File: src/rtl/base_ram_arbiter_pkg.sv
// Shared constants and types for the base-RAM port arbiter.
// The arbiter has one optional feature, enabled by defining ARB_PERF_CNT_EN.
package base_ram_arbiter_pkg;

  localparam int DATA_BUS_W = 32;

  // Arbiter FSM encodings, kept as plain constants for legacy tools
  localparam logic [0:0] ARB_S_IF    = 1'b0;
  localparam logic [0:0] ARB_S_IFPRI = 1'b1;

  localparam logic CHIP_ENABLE   = 1'b1;
  localparam logic CHIP_DISABLE  = 1'b0;
  localparam logic WRITE_DISABLE = 1'b0;

  localparam logic [3:0] SEL_ALL = 4'b1111;

  // Which requester owns the wrapper port in the current cycle
  typedef enum logic [1:0] {
    GNT_NONE = 2'd0,
    GNT_IF   = 2'd1,
    GNT_MEM  = 2'd2
  } grant_e;

endpackage

File: src/rtl/base_ram_arbiter_arb_inst_buf.sv
// One-entry instruction buffer: holds the word fetched while the pipeline is
// stalled so that IF does not need the RAM port again for the same address.
// A granted MEM write to the buffered word address drops the entry.
module arb_inst_buf
  import base_ram_arbiter_pkg::*;
#(
  parameter int ADDR_W = 32
) (
  input  logic                  clk,
  input  logic                  rst,
  input  logic                  if_ce_i,
  input  logic [ADDR_W-1:0]     if_addr_i,
  input  logic                  pipe_stall_i,
  input  logic                  if_gnt_i,
  input  logic [DATA_BUS_W-1:0] inst_i,
  input  logic                  wr_inval_i,
  input  logic [ADDR_W-3:0]     wr_word_i,
  output logic                  hit_o,
  output logic [DATA_BUS_W-1:0] buf_inst_o
);

  logic                  valid_q, valid_d;
  logic [ADDR_W-1:0]     addr_q, addr_d;
  logic [DATA_BUS_W-1:0] inst_q, inst_d;
  logic                  capture;

  assign hit_o      = valid_q && if_ce_i && (if_addr_i == addr_q);
  assign buf_inst_o = inst_q;
  assign capture    = (if_gnt_i || hit_o) && pipe_stall_i;

  // Capture on a stalled fetch, release once the pipeline accepts it;
  // a coherent write clear overrides a same-cycle capture
  always_comb begin
    valid_d = valid_q;
    addr_d  = addr_q;
    inst_d  = inst_q;
    if (capture) begin
      valid_d = 1'b1;
      addr_d  = if_addr_i;
      inst_d  = inst_i;
    end else if (!pipe_stall_i && if_ce_i) begin
      valid_d = 1'b0;
    end
    if (wr_inval_i && (wr_word_i == addr_q[ADDR_W-1:2])) begin
      valid_d = 1'b0;
    end
  end

  // Buffer registers
  always_ff @(posedge clk) begin
    if (rst) begin
      valid_q <= 1'b0;
      addr_q  <= '0;
      inst_q  <= '0;
    end else begin
      valid_q <= valid_d;
      addr_q  <= addr_d;
      inst_q  <= inst_d;
    end
  end

endmodule

File: src/rtl/base_ram_arbiter.sv
// Arbiter for the single base-RAM/UART wrapper port. MEM normally wins a
// conflict; after STARVE_LIMIT consecutive lost conflicts IF gets one cycle
// of priority. Grant and data muxing are combinational because the wrapper
// answers in the same cycle.
// Optional: define ARB_PERF_CNT_EN to count IF stall cycles on perf_if_stall_o.
module base_ram_arbiter
  import base_ram_arbiter_pkg::*;
#(
  parameter int STARVE_LIMIT = 4,
  parameter int ADDR_W       = 32
) (
  input  logic              clk,
  input  logic              rst,
  input  logic              pipe_stall_i,
  input  logic              if_ce_i,
  input  logic [ADDR_W-1:0] if_addr_i,
  output logic [31:0]       if_inst_o,
  output logic              if_stall_req_o,
  input  logic              mem_ce_i,
  input  logic              mem_we_i,
  input  logic [ADDR_W-1:0] mem_addr_i,
  input  logic [3:0]        mem_sel_i,
  input  logic [31:0]       mem_data_i,
  output logic [31:0]       mem_data_o,
  output logic              mem_stall_req_o,
  output logic              ram_ce_o,
  output logic              ram_we_o,
  output logic [ADDR_W-1:0] ram_addr_o,
  output logic [3:0]        ram_sel_o,
  output logic [31:0]       ram_data_o,
  input  logic [31:0]       ram_data_i,
  output logic [31:0]       perf_if_stall_o
);

  localparam logic [3:0] LIMIT_C = 4'(STARVE_LIMIT);

  logic [0:0] state_q, state_d;
  logic [3:0] starve_cnt_q, starve_cnt_d;
  grant_e     gnt;
  logic       buf_hit;
  logic       if_need;
  logic [31:0] buf_inst;

  assign if_need = if_ce_i && !buf_hit;

  // Grant decision, stall requests and next FSM/counter state
  always_comb begin
    state_d         = state_q;
    starve_cnt_d    = starve_cnt_q;
    gnt             = GNT_NONE;
    if_stall_req_o  = 1'b0;
    mem_stall_req_o = 1'b0;
    if (state_q == ARB_S_IFPRI) begin
      state_d      = ARB_S_IF;
      starve_cnt_d = '0;
      if (if_need) begin
        gnt             = GNT_IF;
        mem_stall_req_o = mem_ce_i;
      end else if (mem_ce_i) begin
        gnt = GNT_MEM;
      end
    end else if (mem_ce_i) begin
      gnt = GNT_MEM;
      if (if_need) begin
        if_stall_req_o = 1'b1;
        starve_cnt_d   = starve_cnt_q + 4'd1;
        if (starve_cnt_d == LIMIT_C) begin
          state_d = ARB_S_IFPRI;
        end
      end else begin
        starve_cnt_d = '0;
      end
    end else begin
      starve_cnt_d = '0;
      if (if_need) begin
        gnt = GNT_IF;
      end
    end
    // Reset silences every output and grant
    if (rst) begin
      gnt             = GNT_NONE;
      if_stall_req_o  = 1'b0;
      mem_stall_req_o = 1'b0;
    end
  end

  // Port and return-data muxing driven by the grant
  always_comb begin
    ram_ce_o   = CHIP_DISABLE;
    ram_we_o   = WRITE_DISABLE;
    ram_addr_o = '0;
    ram_sel_o  = '0;
    ram_data_o = '0;
    mem_data_o = '0;
    if_inst_o  = buf_hit ? buf_inst : '0;
    case (gnt)
      GNT_IF: begin
        ram_ce_o   = CHIP_ENABLE;
        ram_sel_o  = SEL_ALL;
        ram_addr_o = if_addr_i;
        if_inst_o  = ram_data_i;
      end
      GNT_MEM: begin
        ram_ce_o   = CHIP_ENABLE;
        ram_we_o   = mem_we_i;
        ram_addr_o = mem_addr_i;
        ram_sel_o  = mem_sel_i;
        ram_data_o = mem_data_i;
        mem_data_o = ram_data_i;
      end
      default: ;
    endcase
    if (rst) begin
      if_inst_o = '0;
    end
  end

  // FSM state and starvation counter
  always_ff @(posedge clk) begin
    if (rst) begin
      state_q      <= ARB_S_IF;
      starve_cnt_q <= '0;
    end else begin
      state_q      <= state_d;
      starve_cnt_q <= starve_cnt_d;
    end
  end

  arb_inst_buf #(
    .ADDR_W (ADDR_W)
  ) u_inst_buf (
    .clk          (clk),
    .rst          (rst),
    .if_ce_i      (if_ce_i),
    .if_addr_i    (if_addr_i),
    .pipe_stall_i (pipe_stall_i),
    .if_gnt_i     (gnt == GNT_IF),
    .inst_i       (if_inst_o),
    .wr_inval_i   ((gnt == GNT_MEM) && mem_we_i),
    .wr_word_i    (mem_addr_i[ADDR_W-1:2]),
    .hit_o        (buf_hit),
    .buf_inst_o   (buf_inst)
  );

`ifdef ARB_PERF_CNT_EN
  logic [31:0] perf_q;

  // IF stall-cycle counter, wraps naturally at 32 bits
  always_ff @(posedge clk) begin
    if (rst) begin
      perf_q <= '0;
    end else if (if_stall_req_o) begin
      perf_q <= perf_q + 32'd1;
    end
  end

  assign perf_if_stall_o = perf_q;
`else
  assign perf_if_stall_o = '0;
`endif

endmodule

File: config.mk
export PLATFORM = sky130hd
export DESIGN_NAME = base_ram_arbiter
export DESIGN_NICKNAME = d
export VERILOG_FILES = /design/src/rtl/base_ram_arbiter_pkg.sv /design/src/rtl/base_ram_arbiter_arb_inst_buf.sv /design/src/rtl/base_ram_arbiter.sv
export SDC_FILE = /design/constraint.sdc
export NUM_CORES = 1
export LEC_CHECK = 0
export ABC_AREA = 1
export BUFFER_PORTS_ARGS = -buffer_cell sky130_fd_sc_hd__buf_4
export CAP_MARGIN = 20
export CORE_MARGIN = 5
export CORE_UTILIZATION = 45
export CTS_BUF_LIST = sky130_fd_sc_hd__clkbuf_8
export CTS_CLUSTER_SIZE = 30
export DETAILED_ROUTE_END_ITERATION = 6
export PLACE_DENSITY = 0.79
export SLEW_MARGIN = 40
export SYNTH_ARGS = -nofsm -noshare
export SYNTH_HDL_FRONTEND = slang
export SYNTH_HIERARCHICAL = 1
export SYNTH_SLANG_ARGS = --single-unit
export TNS_END_PERCENT = 100
File: constraint.sdc
create_clock -name clk -period 6.5 [get_ports clk]
set_input_delay 0.65 -clock clk [delete_from_list [all_inputs] [get_ports clk]]
set_output_delay 0.65 -clock clk [all_outputs]
set_load 0.05 [all_outputs]
==> results.md, run 1 <==
* CTS sink cnt at 70
* Setup bufs post-CTS at 0
* Initial antenna violation count at 0
* Critical-path top delay cell: nor2_8
* Tmin final at 4.358 ns
* # fillers at 1350
* Synth cell types at 31
* FF-to-FF Start: u_inst_buf/addr_q[4]
* Critical path required time at 5.85 ns
* NumNets Final at 1474
* #FFs+latches synth at 70
* Share of the synthesized area in compound gates (AO/OA/AOI/OAI) at 0.1290
* Critical path, cell by cell: buf_4 > xnor2_1 > nand2_1 > nor4_1 > nand3_1 > nor2_1 > inv_2 > nand2_1 > inv_1 > nand2_1 > nand3_1 > ha_1 > buf_4 > nor2_8 > nand2_1 > a21oi_1 > buf_4
* Core Area at 0.01330 sq mm
* GP Congestion at 0.9515
* Die area at 0.01608 sq mm
* Max-cap violations at 0
* Port buffer count at 273
* Most frequent cells in the layout: nand2_1 (363), buf_4 (278), inv_1 (178)
* Most common cell after layout, fill and taps aside: nand2_1
* Hold wc startpoint: u_inst_buf/valid_q
* Hold Path Depth at 2
* Worst min path class: flip-flop to flip-flop
* Mux share of post-synthesis cell area at 0
* Post-cts sizing count at 0
* Fmax at 0.2295 GHz
* Simple-gate share of the synthesized area at 0.3821
* Ys Warns at 6
* Final period util at 0.6704
* # rows at 42
* Avg Synthesized Cell Area at 5.556 sq um
* Peak VDD IR at 111.7 uV
* DRT Pass-1 Iters at 5
* WP data arrival at 3.71 ns
* Vias at 7412
* Share of layout cells above drive strength 1 at 0.2364
* Syn Inst Count at 1105
* Final hold vios at 0
* Clock Latency Late Sink at 0.37 ns
* Die width at 126.8 microns
* # diodes at 0
* H-tree levels at 3
* Terminus of the critical flop-to-flop path: u_inst_buf/addr_q[17]
* Kind of critical path: primary input to primary output
* Number of buffers created by CTS at 9
* Largest family of logic cells by synthesized area: simple AND/OR/NAND/NOR gates
* DP Area at 0.007983 sq mm
* Tot GR Track Use at 0.2638
* Hold Crit Endpoint: u_inst_buf/valid_q
* XOR/XNOR share of the synthesized area at 0.03138
* Clk_skew at 0.008638 ns
* Largest net degree at the start of global routing at 105
* Cts hold-fix bufs at 0
* Final HPWL DP at 16.97 mm
* Vias in the first global route at 6528
* Slew Viols, Final at 0
* CTS tree: done
* Max-Slew Margin vs Limit at 0.4700
* DR DRC count at 0
* GR Overflow Total at 0
* Via-to-Cell Ratio at 4.899
* Longest Clk Path Bufs at 2
* # IOs at 306
* Worst slack at placement at 2.205 ns
* First-pass GRT wire length at 34.30 mm
* Worst-margin pin slew at 0.7950 ns
* Max FO, Critical Path at 34
* Area share of fa/ha/maj cells after synthesis at 0.008152
* Fin util at 0.6184
* Final Worst Setup Slack at 2.142 ns
* Total Power at 0.001335 W
* Number of cells on the worst reg-to-reg path at 15
* Startpoint Class: primary input
* DR iter-0 viols at 618
* Static leakage at 4.346 nW
* Initial core utilization at 0.4618
* RSZ-0062 raised after global routing: false
* # setup viols final at 0
* Layout area overhead at 33.91%
* Reg2Reg Setup Slack at 2.62 ns
* CP endpoint kind: primary output
* Post-route cell area at 0.008222 sq mm
* Die H at 126.8 microns
* Number of nets still failing antenna checks after routing at 0
* Power density over the cells at 162.3 mW/mm^2
* CP peak stage delay at 0.45 ns
* DR WL/cell at 14.86 microns
* Final setup TNS at 0 ns
* WL final at 22.49 mm
* Clk slew on worst S/H paths at 0.08 ns
* Clock root cell: clkbuf_8
* Area of the mapped netlist at 0.006140 sq mm
* Worst path most repeated cell: nand2_1
* Share of the yosys chip area belonging to registers at 0.2282
* Status: complete, no violations
[synth_stat cells, drive strengths merged]
master     n  area, sq um
nand2    364         1369
inv      183        686.9
a21oi    134        670.6
nor2     102        404.1
buf       89        625.6
nand3     76        385.4
dfxtp     70         1401
xnor2     12        105.1
nand4     10        62.56
nor3      10        50.05
xor2      10        87.58
or2        8        50.05
clkbuf     7        26.28
o2111ai    6        52.55
clkinv     4        15.01
ha         4        50.05
nor4       4        25.02
o211ai     4        30.03
o21ai      4        20.02
o22ai      3        18.77
conb       1        3.750
[logic make-up (layout without fill, tap and decap cells)]
| kind of cell | Yosys count | count (layout) |
|---|---|---|
| DFF | 70 | 70 |
| other | 1 | 32 |
| adders and majority gates | 4 | 4 |
| and+or+nand+nor | 574 | 574 |
| buffers and inverters | 283 | 484 |
| xor gates and xnor gates | 22 | 22 |
| AOI/OAI and AO/OA | 151 | 151 |
[metal layers]
| layer | vias up | global-route usage | part of all wire |
|---|---|---|---|
| met3 | 35 | 0.05507 | 0.089 |
| met5 | - | 0 | 0 |
| met2 | 315 | 0.4337 | 0.48 |
| met1 | 3301 | 0.3435 | 0.41 |
| met4 | 0 | 0.09022 | 0.025 |
| li1 | 3761 | - | - |
[power by group]
| part | internal, W | total (W) | switching [W] |
|---|---|---|---|
| Combinational | 0.000143 | 0.000446 | 0.000303 |
| Clock | 0.000254 | 0.000438 | 0.000184 |
| Sequential | 0.000441 | 0.000451 | 0.00000996 |
| Total | 0.000838 | 0.00133 | 0.000497 |
[through the flow]
step | std cells | hold slack (ns)
2_1_floorplan | 1136 | 0.4366
3_3_place_gp | 1495 | 0.4490
3_5_place_dp | 1497 | 0.4561
4_1_cts | 1513 | 0.4767
5_1_grt | 1513 | 0.5152
6_report | 1513 | 0.4765
[how the worst max path moves through the flow]
stage / start / end / slack (ns) / cells after the start
6_report: if_addr_i[18] / if_inst_o[0] / 2.14 / 17
5_1_grt: if_addr_i[18] / if_inst_o[0] / 1.86 / 17
4_1_cts: if_addr_i[18] / if_inst_o[0] / 2.18 / 17
3_5_place_dp: if_addr_i[18] / if_inst_o[0] / 2.20 / 17
3_3_place_gp: if_addr_i[18] / ram_addr_o[2] / 2.18 / 16
2_1_floorplan: if_addr_i[10] / if_inst_o[10] / 2.73 / 16
[registers in the layout (all words and copies together) (netlist names)]
signal / flops
starve_cnt_q: 4
state_q: 1
u_inst_buf/addr_q: 32
u_inst_buf/buf_inst_o: 32
u_inst_buf/valid_q: 1
[critical path, delay by kind of cell]
| kind | cells | cell delay, ns |
|---|---|---|
| buffers and inverters | 5 | 0.76 |
| adders and majority gates | 1 | 0.22 |
| and+or+nand+nor | 9 | 1.57 |
| AOI/OAI and AO/OA | 1 | 0.25 |
| xor gates and xnor gates | 1 | 0.24 |
[final cells by class]
class | count | area [sq um] | share of cell area
clock buffer | 9 | 123.9 | 0.01507
multi-input combinational | 783 | 3521 | 0.4282
tap | 176 | 220.2 | 0.02678
timing repair buffer | 281 | 2138 | 0.2601
clock inverter | 7 | 115.1 | 0.01400
sequential | 70 | 1401 | 0.1704
inverter | 187 | 701.9 | 0.08538
Note: power is estimated with default switching activity, not from simulation.
==> run 2: changes to the inputs <==
--- a/config.mk
+++ b/config.mk
@@ -9,11 +9,11 @@
 export BUFFER_PORTS_ARGS = -buffer_cell sky130_fd_sc_hd__buf_4
 export CAP_MARGIN = 20
 export CORE_MARGIN = 5
-export CORE_UTILIZATION = 45
+export CORE_UTILIZATION = 44
 export CTS_BUF_LIST = sky130_fd_sc_hd__clkbuf_8
 export CTS_CLUSTER_SIZE = 30
 export DETAILED_ROUTE_END_ITERATION = 6
-export PLACE_DENSITY = 0.79
+export PLACE_DENSITY = 0.8
 export SLEW_MARGIN = 40
 export SYNTH_ARGS = -nofsm -noshare
 export SYNTH_HDL_FRONTEND = slang
==> constraint.sdc (replaced) <==
create_clock -name clk -period 4 [get_ports clk]
set_input_delay 0.4 -clock clk [delete_from_list [all_inputs] [get_ports clk]]
set_output_delay 0.4 -clock clk [all_outputs]
set_load 0.05 [all_outputs]
==> results.md, run 2 (same netlist as run 1, synthesis figures left out) <==
* CP peak stage delay at 0.44 ns (about the same)
* CTS tree: done
* # rows at 43 (+2.4%)
* WP data arrival at 3.35 ns (-0.36 ns)
* Share of layout cells above drive strength 1 at 0.2422 (+0.005826)
* # setup viols final at 0 (unchanged)
* Max-cap violations at 0 (unchanged)
* Number of buffers created by CTS at 9 (unchanged)
* Tmin final at 3.751 ns
* H-tree levels at 3 (unchanged)
* Status: complete, no violations
* Power density over the cells at 256.7 mW/mm^2 (+58%)
* # diodes at 0 (unchanged)
* Worst-margin pin slew at 0.7540 ns (-0.04100 ns)
* Final Worst Setup Slack at 0.2493 ns (-1.893 ns)
* DR DRC count at 0 (unchanged)
* # IOs at 306 (unchanged)
* Initial antenna violation count at 0 (unchanged)
* Most common cell after layout, fill and taps aside: nand2_1
* Max-Slew Margin vs Limit at 0.4973 (+0.02734)
* DP Area at 0.008038 sq mm (+0.69%)
* DR iter-0 viols at 659 (+6.6%)
* Critical path, cell by cell: nand2_1 > nand2_1 > nand2_1 > nor4_2 > nand3_1 > nor2_1 > inv_2 > nand2_1 > inv_1 > nand2_1 > nand3_1 > ha_1 > nor2_8 > buf_12 > nand2_1 > a21oi_1 > buf_4
* # fillers at 1427 (+5.7%)
* Die width at 128.1 microns (+1.0%)
* Worst slack at placement at 0.4295 ns (-1.775 ns)
* Tot GR Track Use at 0.2618 (-0.001921)
* Layout area overhead at 34.89%
* Multi-input gate area at 0.003538 sq mm (+0.50%)
* Setup bufs post-CTS at 0 (unchanged)
* Sequential Area at 0.001401 sq mm (unchanged)
* CTS sink cnt at 70 (unchanged)
* Vias in the first global route at 6717 (+2.9%)
* Sw Share at 0.3861 (+0.01367)
* Vias at 7545 (+1.8%)
* First-pass GRT wire length at 34.43 mm (+0.38%)
* Peak VDD IR at 189.6 uV (+70%)
* Initial core utilization at 0.4458 (-0.01603)
* Post-route cell area at 0.008282 sq mm (+0.73%)
* Sequential power share at 0.345 (+0.007)
* NetSw at 0.0008206 W (+65%)
* Longest Clk Path Bufs at 2 (unchanged)
* Max FO, Critical Path at 30 (-12%)
* DRT Pass-1 Iters at 6 (+1)
* Via-to-Cell Ratio at 4.957 (+1.2%)
* Met1 WL at 9.159 mm (-0.13%)
* Startpoint Class: flip-flop
* Clk_skew at 0.005546 ns (-0.003091 ns)
* Worst path most repeated cell: nand2_1
* Static leakage at 4.364 nW (+0.43%)
* NumNets Final at 1479 (+0.34%)
* Most frequent cells in the layout: nand2_1 (363), buf_4 (282), inv_1 (176)
* GR Overflow Total at 0 (unchanged)
* Clk slew on worst S/H paths at 0.08 ns (about the same)
* Final HPWL DP at 17.06 mm (+0.51%)
* Post-cts sizing count at 0 (unchanged)
* GP Congestion at 0.9662 (+1.5%)
* WL met3 at 1.998 mm (-0.45%)
* Core Area at 0.01377 sq mm (+3.6%)
* Slew Viols, Final at 0 (unchanged)
* Final period util at 0.9377
* Fmax at 0.2666 GHz
* Largest net degree at the start of global routing at 117 (+11%)
* Worst min path class: primary input to flip-flop
* Gate power share at 0.344 (+0.010)
* Clock Latency Late Sink at 0.37 ns (about the same)
* Met2 wire length at 10.92 mm (+1.6%)
* Cts hold-fix bufs at 0 (unchanged)
* WL final at 22.58 mm (+0.44%)
* Kind of critical path: flip-flop to primary output
* RSZ-0062 raised after global routing: false
* Clock root cell: clkbuf_8
* DR WL/cell at 14.84 microns (-0.15%)
* Clk network pwr share at 0.312 (-0.016)
* CP endpoint kind: primary output
* Int Pwr at 0.001305 W (+56%)
* Die area at 0.01642 sq mm (+2.1%)
* Final hold vios at 0 (unchanged)
* Critical-path top delay cell: dfxtp_1
* Max layer used: met4
* Port buffer count at 273 (unchanged)
* Die H at 128.1 microns (+1.0%)
* Critical path required time at 3.60 ns (-2.25 ns)
* Number of nets still failing antenna checks after routing at 0 (unchanged)
* Final setup TNS at 0 ns (unchanged)
-- run 2: layer usage --
layer / up-vias / track usage
li1: 3773 / -
met1: 3427 / 0.3360
met2: 312 / 0.4353
met3: 33 / 0.05583
met4: 0 / 0.08926
met5: - / 0
-- run 2: through the flow --
stage          total power, W  instances    util  hold WS (ns)
2_1_floorplan        0.001234       1136       -        0.4366
6_report             0.002126       1522  0.6013        0.3633
3_5_place_dp         0.001472       1506  0.5836        0.4614
5_1_grt              0.002230       1522  0.6013        0.3511
3_3_place_gp         0.001466       1506  0.5831        0.4447
4_1_cts              0.002131       1522  0.5997        0.3427
-- run 2: layout make-up --
class / instances / share of cell area
tap: 180 / 0.02719
clock inverter: 7 / 0.01178
sequential: 70 / 0.1692
timing repair buffer: 286 / 0.2645
multi-input combinational: 783 / 0.4273
clock buffer: 9 / 0.01496
inverter: 187 / 0.08506
-- run 2: power groups by stage --
| stage | logic (W) | registers [W] | clock network [W] |
|---|---|---|---|
| 2_1_floorplan | 0.000490 | 0.000744 | 0 |
| 3_3_place_gp | 0.000719 | 0.000748 | 0 |
| 3_5_place_dp | 0.000724 | 0.000748 | 0 |
| 4_1_cts | 0.000726 | 0.000732 | 0.000673 |
| 5_1_grt | 0.000783 | 0.000736 | 0.000711 |
| 6_report | 0.000730 | 0.000733 | 0.000662 |
-- run 2: worst max-delay path: cells and delay by family, from the launching register on --
| kind | cells | cell delay, ns |
|---|---|---|
| simple gates | 11 | 1.41 |
| buf+inv | 4 | 0.57 |
| flops | 1 | 0.44 |
| fa+ha+maj | 1 | 0.33 |
| compound gates | 1 | 0.20 |
-- run 2: path summary, 6_finish.rpt --
path,startpoint,to,slack (ns),depth (start not counted)
worst max register to register,u_inst_buf/addr_q[26],u_inst_buf/valid_q,0.63,22
worst min register to register,u_inst_buf/valid_q,u_inst_buf/valid_q,0.49,2
worst max-delay path,u_inst_buf/addr_q[26],if_inst_o[1],0.25,17
worst min-delay path,if_ce_i,u_inst_buf/valid_q,0.36,4
==> run 3: changes to the inputs <==
==> constraint.sdc (replaced) <==
create_clock -name clk -period 4 [get_ports clk]
set_input_delay 0.2 -clock clk [delete_from_list [all_inputs] [get_ports clk]]
set_output_delay 0.2 -clock clk [all_outputs]
set_load 0.05 [all_outputs]
==> results.md, run 3 (same netlist as run 1, synthesis figures left out) <==
* Status: complete, no violations
* Number of buffers created by CTS at 9 (unchanged)
* Kind of critical path: flip-flop to primary output
* First-pass GRT wire length at 33.69 mm (-2.1%)
* Non-Filler Instances at 1521 (-0.066%)
* Clock root cell: clkbuf_8
* Peak VDD IR at 168.6 uV (-11%)
* GP Congestion at 1.003 (+3.8%)
* Longest Clk Path Bufs at 2 (unchanged)
* Cts hold-fix bufs at 0 (unchanged)
* # fillers at 1398 (-2.0%)
* # IOs at 306 (unchanged)
* Tmin final at 3.644 ns (-0.1063 ns)
* Number of nets still failing antenna checks after routing at 0 (unchanged)
* Fin util at 0.5986 (-0.002725)
* Tot GR Track Use at 0.2548 (-0.007077)
* Critical path required time at 3.80 ns (+0.20 ns)
* WP data arrival at 3.44 ns (+0.09 ns)
* DR WL/cell at 14.54 microns (-2.0%)
* Placed cells at 1505 (-0.066%)
* RSZ-0062 raised after global routing: false
* CTS sink cnt at 70 (unchanged)
* H-tree levels at 3 (unchanged)
* Most frequent cells in the layout: nand2_1 (363), buf_4 (283), inv_1 (176)
* Sequential Area at 0.001401 sq mm (unchanged)
* Worst-margin pin slew at 0.7075 ns (-0.04648 ns)
* Terminus of the critical flop-to-flop path: u_inst_buf/valid_q
* Final hold vios at 0 (unchanged)
* Max FO, Critical Path at 32 (+6.7%)
* CTS tree: done
* Hold wc startpoint: if_ce_i
* WL final at 22.11 mm (-2.1%)
* Share of layout cells above drive strength 1 at 0.2394 (-0.002802)
* Layout area overhead at 34.28%
* Setup bufs post-CTS at 0 (unchanged)
* Die area at 0.01642 sq mm (unchanged)
* Slew Viols, Final at 0 (unchanged)
* Final HPWL DP at 17.01 mm (-0.28%)
* Die width at 128.1 microns (unchanged)
* NumNets Final at 1478 (-0.068%)
* Worst min path class: primary input to flip-flop
* GR Overflow Total at 0 (unchanged)
* Hold Crit Endpoint: u_inst_buf/valid_q
* Static leakage at 4.358 nW (-0.16%)
* Post-cts sizing count at 0 (unchanged)
* FF-to-FF Start: u_inst_buf/addr_q[18]
* # rows at 43 (unchanged)
* DRT Pass-1 Iters at 7 (+1)
* Port buffer count at 273 (unchanged)
* Via-to-Cell Ratio at 4.899 (-1.2%)
* Most common cell after layout, fill and taps aside: nand2_1
* Clk slew on worst S/H paths at 0.08 ns (about the same)
* Die H at 128.1 microns (unchanged)
* Power density over the cells at 260.2 mW/mm^2 (+1.4%)
* DR DRC count at 0 (unchanged)
* Initial antenna violation count at 0 (unchanged)
* Number of cells on the worst reg-to-reg path at 21 (-4.5%)
* Initial core utilization at 0.4458 (unchanged)
* Clk_skew at 0.01308 ns (+0.007538 ns)
* Final setup TNS at 0 ns (unchanged)
* Final period util at 0.9111 (-0.02657)
* Clock Latency Late Sink at 0.36 ns (about the same)
* Startpoint Class: flip-flop
* Max-Slew Margin vs Limit at 0.5283 (+0.03099)
* Fmax at 0.2744 GHz (+2.9%)
* DR iter-0 viols at 634 (-3.8%)
* Vias in the first global route at 6558 (-2.4%)
* Multi-input gate area at 0.003518 sq mm (-0.57%)
* CP endpoint kind: primary output
* Reg2Reg Setup Slack at 0.60 ns (-0.03 ns)
* Vias at 7452 (-1.2%)
* Max-cap violations at 0 (unchanged)
* Largest net degree at the start of global routing at 99 (-15%)
* Core Area at 0.01377 sq mm (unchanged)
* Hold Path Depth at 4 (unchanged)
* # diodes at 0 (unchanged)
* # setup viols final at 0 (unchanged)
run 3: area by class of cell:
cell class                      count  share of cell area
Timing Repair Buffer              285              0.2615
Clock inverter                      4            0.009258
Clock buffer                       12             0.02003
Tap cell                          180             0.02732
Inverter                          187             0.08514
Multi-Input combinational cell    783              0.4268
Sequential cell                    70              0.1700
run 3: metrics by stage:
step	hold WS [ns]	power [W]	instance area, sq um	setup WS (ns)
floorplan	0.3526	0.001234	6256	0.8130
global placement	0.4530	0.001462	7999	0.7469
detailed placement	0.4602	0.001466	8003	0.7373
CTS	0.1483	0.002154	8244	0.3966
global route	0.1653	0.002242	8244	0.1015
finish	0.1629	0.002145	8244	0.3555
run 3: worst max path at each step:
stage	from	slack [ns]	cells after the start	to
finish	u_inst_buf/addr_q[18]	0.36	15	if_inst_o[1]
global route	u_inst_buf/addr_q[10]	0.10	16	mem_data_o[22]
CTS	u_inst_buf/addr_q[10]	0.40	15	if_inst_o[1]
detailed placement	u_inst_buf/addr_q[10]	0.74	21	u_inst_buf/valid_q
global placement	u_inst_buf/addr_q[10]	0.75	21	u_inst_buf/valid_q
floorplan	u_inst_buf/addr_q[10]	0.81	20	u_inst_buf/buf_inst_o[1]
run 3: critical path, stage by stage, from the launching register on:
cell and delay, ns:
dfxtp_1 0.34, xnor2_1 0.28, nand2_1 0.13, nor4_1 0.32, nand3_1 0.12, nor2_1 0.16, inv_2 0.09, nand2_1 0.08
inv_1 0.04, nand2_1 0.05, nand3_1 0.12, ha_1 0.33, nor2_8 0.42, nand2_1 0.09, a21oi_1 0.26, buf_4 0.26
run 3: per-layer routing:
layer / GRT usage / vias up / part of all wire
met4: 0.08115 / 0 / 0.022
met3: 0.04708 / 30 / 0.084
met1: 0.3293 / 3363 / 0.41
met2: 0.4288 / 293 / 0.48
li1: - / 3766 / -
met5: 0 / - / 0
run 3: power by group:
group          internal, W  total, W  switching, W
registers         0.000716  0.000732     0.0000163
logic             0.000232  0.000724      0.000492
clock network     0.000405  0.000689      0.000284
